`src/rtl/branch_resolver.sv`:
```
// branch_resolver: resolves a conditional branch against comparator flags, waiting for an outstanding compare with a timeout
module branch_resolver #(
    parameter int N       = 8,
    parameter int TIMEOUT = 15
) (
    input  logic         clk,
    input  logic         rst,
    input  logic         cmp_issue,
    input  logic         flag_we,
    input  logic [5:0]   flags_in,
    input  logic         br_valid,
    output logic         br_ready,
    input  logic [2:0]   br_cond,
    input  logic [N-1:0] br_pc,
    input  logic [N-1:0] br_offset,
    input  logic         flush,
    output logic         res_valid,
    output logic         res_taken,
    output logic [N-1:0] res_pc,
    output logic         res_err
);
    localparam int CW = $clog2(TIMEOUT + 2);

    typedef enum logic [1:0] {IDLE, WAIT, DONE} state_t;

    state_t         state_q, state_d;
    logic           pend_q, pend_d;
    logic [5:0]     flags_q, flags_d;
    logic [2:0]     cond_q, cond_d;
    logic [N-1:0]   pc_q, pc_d, off_q, off_d;
    logic [CW-1:0]  cnt_q, cnt_d;
    logic           err_q, err_d;
    logic           taken_q, taken_d, rerr_q, rerr_d;
    logic [N-1:0]   rpc_q, rpc_d;
    logic [7:0]     sel;
    logic           out_taken;
    logic [N-1:0]   out_pc;

    // next-state, operand capture and result formation; the condition table is {never, flags, always}
    always_comb begin
        state_d   = state_q;
        cond_d    = cond_q;
        pc_d      = pc_q;
        off_d     = off_q;
        cnt_d     = cnt_q;
        err_d     = err_q;
        flags_d   = flag_we ? flags_in : flags_q;
        pend_d    = cmp_issue | (pend_q & ~flag_we);
        sel       = {1'b0, flags_q, 1'b1};
        out_taken = ~err_q & sel[cond_q];
        out_pc    = out_taken ? pc_q + off_q : pc_q + N'(1);
        res_valid = (state_q == DONE) & ~flush;
        taken_d   = res_valid ? out_taken : taken_q;
        rpc_d     = res_valid ? out_pc : rpc_q;
        rerr_d    = res_valid ? err_q : rerr_q;
        res_taken = taken_d;
        res_pc    = rpc_d;
        res_err   = rerr_d;
        br_ready  = state_q == IDLE;
        unique case (state_q)
            IDLE: if (br_valid) begin
                cond_d  = br_cond;
                pc_d    = br_pc;
                off_d   = br_offset;
                cnt_d   = '0;
                err_d   = 1'b0;
                state_d = (pend_q | flag_we) ? WAIT : DONE;
            end
            WAIT: if (!pend_q && !flag_we) begin
                state_d = DONE;
            end else if (cnt_q == CW'(TIMEOUT)) begin
                state_d = DONE;
                err_d   = 1'b1;
            end else begin
                cnt_d = cnt_q + CW'(1);
            end
            default: state_d = IDLE;
        endcase
        if (flush) state_d = IDLE;
    end

    // state and datapath registers with asynchronous clear
    always_ff @(posedge clk or posedge rst) begin
        if (rst) begin
            state_q <= IDLE;
            pend_q  <= 1'b0;
            flags_q <= '0;
            cond_q  <= '0;
            pc_q    <= '0;
            off_q   <= '0;
            cnt_q   <= '0;
            err_q   <= 1'b0;
            taken_q <= 1'b0;
            rpc_q   <= '0;
            rerr_q  <= 1'b0;
        end else begin
            state_q <= state_d;
            pend_q  <= pend_d;
            flags_q <= flags_d;
            cond_q  <= cond_d;
            pc_q    <= pc_d;
            off_q   <= off_d;
            cnt_q   <= cnt_d;
            err_q   <= err_d;
            taken_q <= taken_d;
            rpc_q   <= rpc_d;
            rerr_q  <= rerr_d;
        end
    end
endmodule

```
`config.mk`:
```
export PLATFORM = sky130hd
export DESIGN_NAME = branch_resolver
export DESIGN_NICKNAME = d
export VERILOG_FILES = /design/src/rtl/branch_resolver.sv
export SDC_FILE = /design/constraint.sdc
export NUM_CORES = 1
export LEC_CHECK = 0
export ABC_AREA = 0
export BUFFER_PORTS_ARGS = -buffer_cell sky130_fd_sc_hd__buf_2
export CORE_ASPECT_RATIO = 0.75
export CORE_MARGIN = 2
export CORE_UTILIZATION = 40
export CTS_BUF_LIST = sky130_fd_sc_hd__clkbuf_4 sky130_fd_sc_hd__clkbuf_8 sky130_fd_sc_hd__clkbuf_16
export DETAILED_ROUTE_END_ITERATION = 10
export GPL_ROUTABILITY_DRIVEN = 0
export PLACE_DENSITY_LB_ADDON = 0.05
export SLEW_MARGIN = 15
export SYNTH_ARGS = -nofsm -noshare
export SYNTH_HDL_FRONTEND = slang
export SYNTH_SLANG_ARGS = --single-unit
```
`constraint.sdc`:
```
create_clock -name clk -period 4.6 [get_ports clk]
set_clock_uncertainty 0.1 [all_clocks]
set_input_delay 0.69 -clock clk [delete_from_list [all_inputs] [get_ports clk]]
set_output_delay 0.69 -clock clk [all_outputs]
set_load 0.01 [all_outputs]
```
==> flow_metrics.py <==
metrics = {
    "cts": {
        "clk_latency_ns": 0.29,
        "cts_setup_buffers": 0,
        "cts_hold_buffers": 0,
        "cts_buffers": 5,
        "clockBufferDepth": 2,
        "cts_tree": "done",
        "cts-htree-levels": 2,
        "root_buffer": "clkbuf_8",
        "clkTransAtPathRegs_ns": 0.08,
        "clock_sinks": 44,
    },
    "setup_path": {
        "path_cells": "nand2b_1, mux4_2, or3_1, ha_1, inv_1, fa_1, nor2b_1, o21ai_0, a21oi_1, o21a_1, o21a_1, o31ai_1, buf_2",
        "crit_top_cell": "o21a_1",
        "worstReg2RegStart": "cond_q[1]",
        "path_buf_inv": 2,
        "required_ns": 3.81,
        "crit_path_start": "cond_q[1]",
        "critical_path_depth": 13,
        "slowest_stage": "mux4_2",
        "cp_top_family": "compound AO/OA/AOI/OAI gates",
        "reg2reg_slack_ns": 1.43,
        "rr_worst_depth": 12,
        "reg2reg_to": "rpc_q[6]",
        "worstSetupStartpointType": "flop",
        "worstSetupEndpoint": "res_pc[6]",
        "cp.arrival_ns": 3.45,
        "cp_max_fo": 5,
        "cpPeakStageDelay_ns": 0.52,
        "end_kind": "primary output",
        "worst-setup-path-type": "reg -> out",
    },
    "routing": {
        "ant_nets": 0,
        "dr.pass1.iters": 4,
        "vias": 1478,
        "drt_iter0_drc": 73,
        "drc": 0,
        "drt_wl_total_um": 4060,
        "routedWlPerCell_um": 13.1,
        "via_per_inst": 4.77,
    },
    "global_routing": {
        "grt_antenna_before_repair": 0,
        "grt_pass1_vias": 1475,
        "grt_max_degree": 45,
        "grt_first_pass_wirelength_um": 6810,
        "grt-ovfl-total": 0,
        "track_usage_pct": 15.1,
    },
    "sta": {
        "worstMarginPinSlew_ns": 0.597,
        "setup_viol": 0,
        "slew_headroom_pct": 60.1,
        "tns_ns": 0,
        "finalHoldViolations": 0,
        "rsz0062_at_grt": "false",
        "finalCritPeriodShare_pct": 92.2,
        "period_needed_ns": 4.24,
        "slew_viol_final": 0,
        "fmax_mhz": 236,
    },
    "die": {
        "die_h_um": 67.1,
        "boundaryPins": 43,
        "initial_core_util_pct": 42.4,
        "rows": 22,
        "die_area_um2": 5910,
        "core-area_um2": 5010,
        "die_width_um": 88.1,
    },
    "min_path": {
        "hp-class": "reg -> reg",
        "hold_start": "taken_q",
    },
    "finish": {
        "fillCellCount": 473,
        "final_cell_area_um2": 2530,
        "n_antenna_cell": 0,
        "seq_area_um2": 1100,
        "multi_input_area_um2": 961,
        "syn_to_final_growth_pct": 19.2,
        "fin_nets": 278,
        "final_layout_size_suffix_gt1_share_pct": 33.2,
    },
    "pwr": {
        "combPwrFrac_pct": 29.3,
        "vdd_drop_max_mv": 0.169,
        "p_sw_uw": 336,
        "p_leak_nw": 1.21,
        "clock_power_share_pct": 26.4,
        "swShare_pct": 30.0,
        "p_int_uw": 784,
        "powerDensity_nw_per_um2": 443,
        "p_seq_share_pct": 44.3,
    },
    "synth": {
        "synth_cells": 191,
        "ys_types": 31,
        "synth_area_per_cell_um2": 11.1,
        "ys_seq_area_share_pct": 51.9,
        "yosys_warnings": 0,
        "syn_area_um2": 2120,
        "syn_nets": 232,
        "yosys_register_bits": 44,
    },
    "placed_design": {
        "dp_hpwl_um": 3000,
        "placed_area_um2": 2420,
        "portBuffers": 42,
    },
    "run_status": {
        "status": "finished, final reports clean",
    },
    "job": {
        "cap_viol_max_count": 0,
    },
}
==> tightest hold or removal path, cell delays in order, from the launching register on <==
cell     delay (ns)
dfrtp_1        0.33
nand2_1        0.04
nand2_1        0.07
==> cell usage in the layout, fill, tap and decap left out, types with 2 or more instances in the layout <==
cell type / n
nand2b_1: 2
o21ai_0: 17
inv_1: 10
clkbuf_8: 5
and2_1: 6
a21oi_1: 7
buf_4: 2
or3_1: 2
nor2b_1: 3
a211oi_1: 2
and3_1: 2
nor3_1: 4
buf_2: 42
a21o_1: 3
o31ai_1: 2
mux2_2: 24
mux2i_1: 3
xor2_1: 4
nand2_1: 23
nor2_1: 6
ha_1: 9
o21a_1: 2
dfrtp_1: 44
==> timing repair <==
| item | in CTS | in global routing |
|---|---|---|
| setup endpoints to repair | 0 | 1 |
| resized for setup | 0 | 1 |
| hold endpoints to repair | 0 | 0 |
==> per-stage QoR <==
stage	util, %	setup slack [ns]	instances	hold WS (ns)	total power, mW
after floorplan	-	0.960	191	0.370	0.730
after global placement	48.2	0.708	302	0.355	0.826
after detailed placement	48.2	0.575	302	0.358	0.836
after CTS	50.4	0.225	310	0.379	1.14
after global routing	50.5	0.0404	310	0.423	1.20
final	50.5	0.357	310	0.377	1.12
==> cells in the mapped netlist, drive strengths merged <==
| cell | n | share of area [%] |
|---|---|---|
| a21o | 3 | 1.1 |
| o32ai | 1 | 0.41 |
| and2 | 6 | 1.8 |
| nand2b | 2 | 0.59 |
| mux2i | 3 | 1.4 |
| nand2 | 23 | 4.1 |
| xor2 | 4 | 1.7 |
| nor2 | 7 | 1.2 |
| a211oi | 2 | 0.71 |
| a21oi | 7 | 1.7 |
| o21a | 2 | 0.71 |
| mux4 | 1 | 1.1 |
| o21ai | 18 | 4.2 |
| clkbuf | 3 | 0.53 |
| mux2 | 24 | 13 |
| o31ai | 2 | 0.71 |
| fa | 1 | 0.94 |
| nor3b | 1 | 0.59 |
| and3 | 2 | 0.59 |
| xnor2 | 1 | 0.41 |
| dfrtp | 44 | 52 |
| nor4 | 1 | 0.29 |
| nand3b | 1 | 0.35 |
| ha | 9 | 5.3 |
| or3 | 2 | 0.59 |
| nor2b | 3 | 0.88 |
| nand3 | 1 | 0.24 |
| nor3 | 4 | 0.94 |
| inv | 11 | 1.9 |
| buf | 2 | 0.47 |
==> flip-flops by register name (all words and copies together), names as in the netlist <==
signal and cells:
off_q 8, pc_q 8, rpc_q 8, flags_q 6, cnt_q 5, cond_q 3, state_q 2, err_q 1
pend_q 1, rerr_q 1, taken_q 1
==> layer usage <==
layer | part of all wire [%] | global-route usage, % | up-vias | wire (µm)
met4 | 0.76 | 3.79 | 0 | 31
met1 | 50 | 20.2 | 695 | 2040
met5 | 0 | 0 | - | 0
met2 | 44 | 24.1 | 28 | 1800
li1 | - | - | 750 | -
met3 | 4.6 | 4.58 | 5 | 185
==> power by group through the flow <==
stage	Clock [mW]	Combinational, mW	Sequential (mW)
after global routing	0.323	0.377	0.505
final	0.296	0.328	0.496
after detailed placement	0	0.331	0.505
after global placement	0	0.323	0.503
after floorplan	0	0.238	0.493
after CTS	0.306	0.334	0.497
==> cell type report <==
type                            count  share of cell area (%)
Sequential cell                    44                    43.5
Inverter                           11                    1.63
Multi-Input combinational cell    131                    38.0
Clock inverter                      2                    1.38
Tap cell                           72                    3.56
Clock buffer                        6                    3.02
Timing Repair Buffer               44                    8.90
==> kinds of logic (layout without fill, tap and decap cells) <==
family / count (synthesis) / in the layout / synth area share (%)
AND/OR/NAND/NOR: 53 / 53 / 12.1
flip-flops: 44 / 44 / 51.9
AO/OA/AOI/OAI: 35 / 35 / 9.49
multiplexers: 28 / 28 / 15.2
buffers and inverters: 16 / 63 / 2.95
adder cells (fa/ha/maj): 10 / 10 / 6.25
XOR/XNOR: 5 / 5 / 2.06
==> how the worst min path moves through the flow <==
| stage | to | slack (ns) | cells after the start |
|---|---|---|---|
| floorplan | off_q[7] | 0.37 | 1 |
| global placement | taken_q | 0.36 | 2 |
| detailed placement | taken_q | 0.36 | 2 |
| CTS | taken_q | 0.38 | 2 |
| global route | rpc_q[5] | 0.42 | 2 |
| finish | taken_q | 0.38 | 2 |
(Power assumes the default switching activity.)
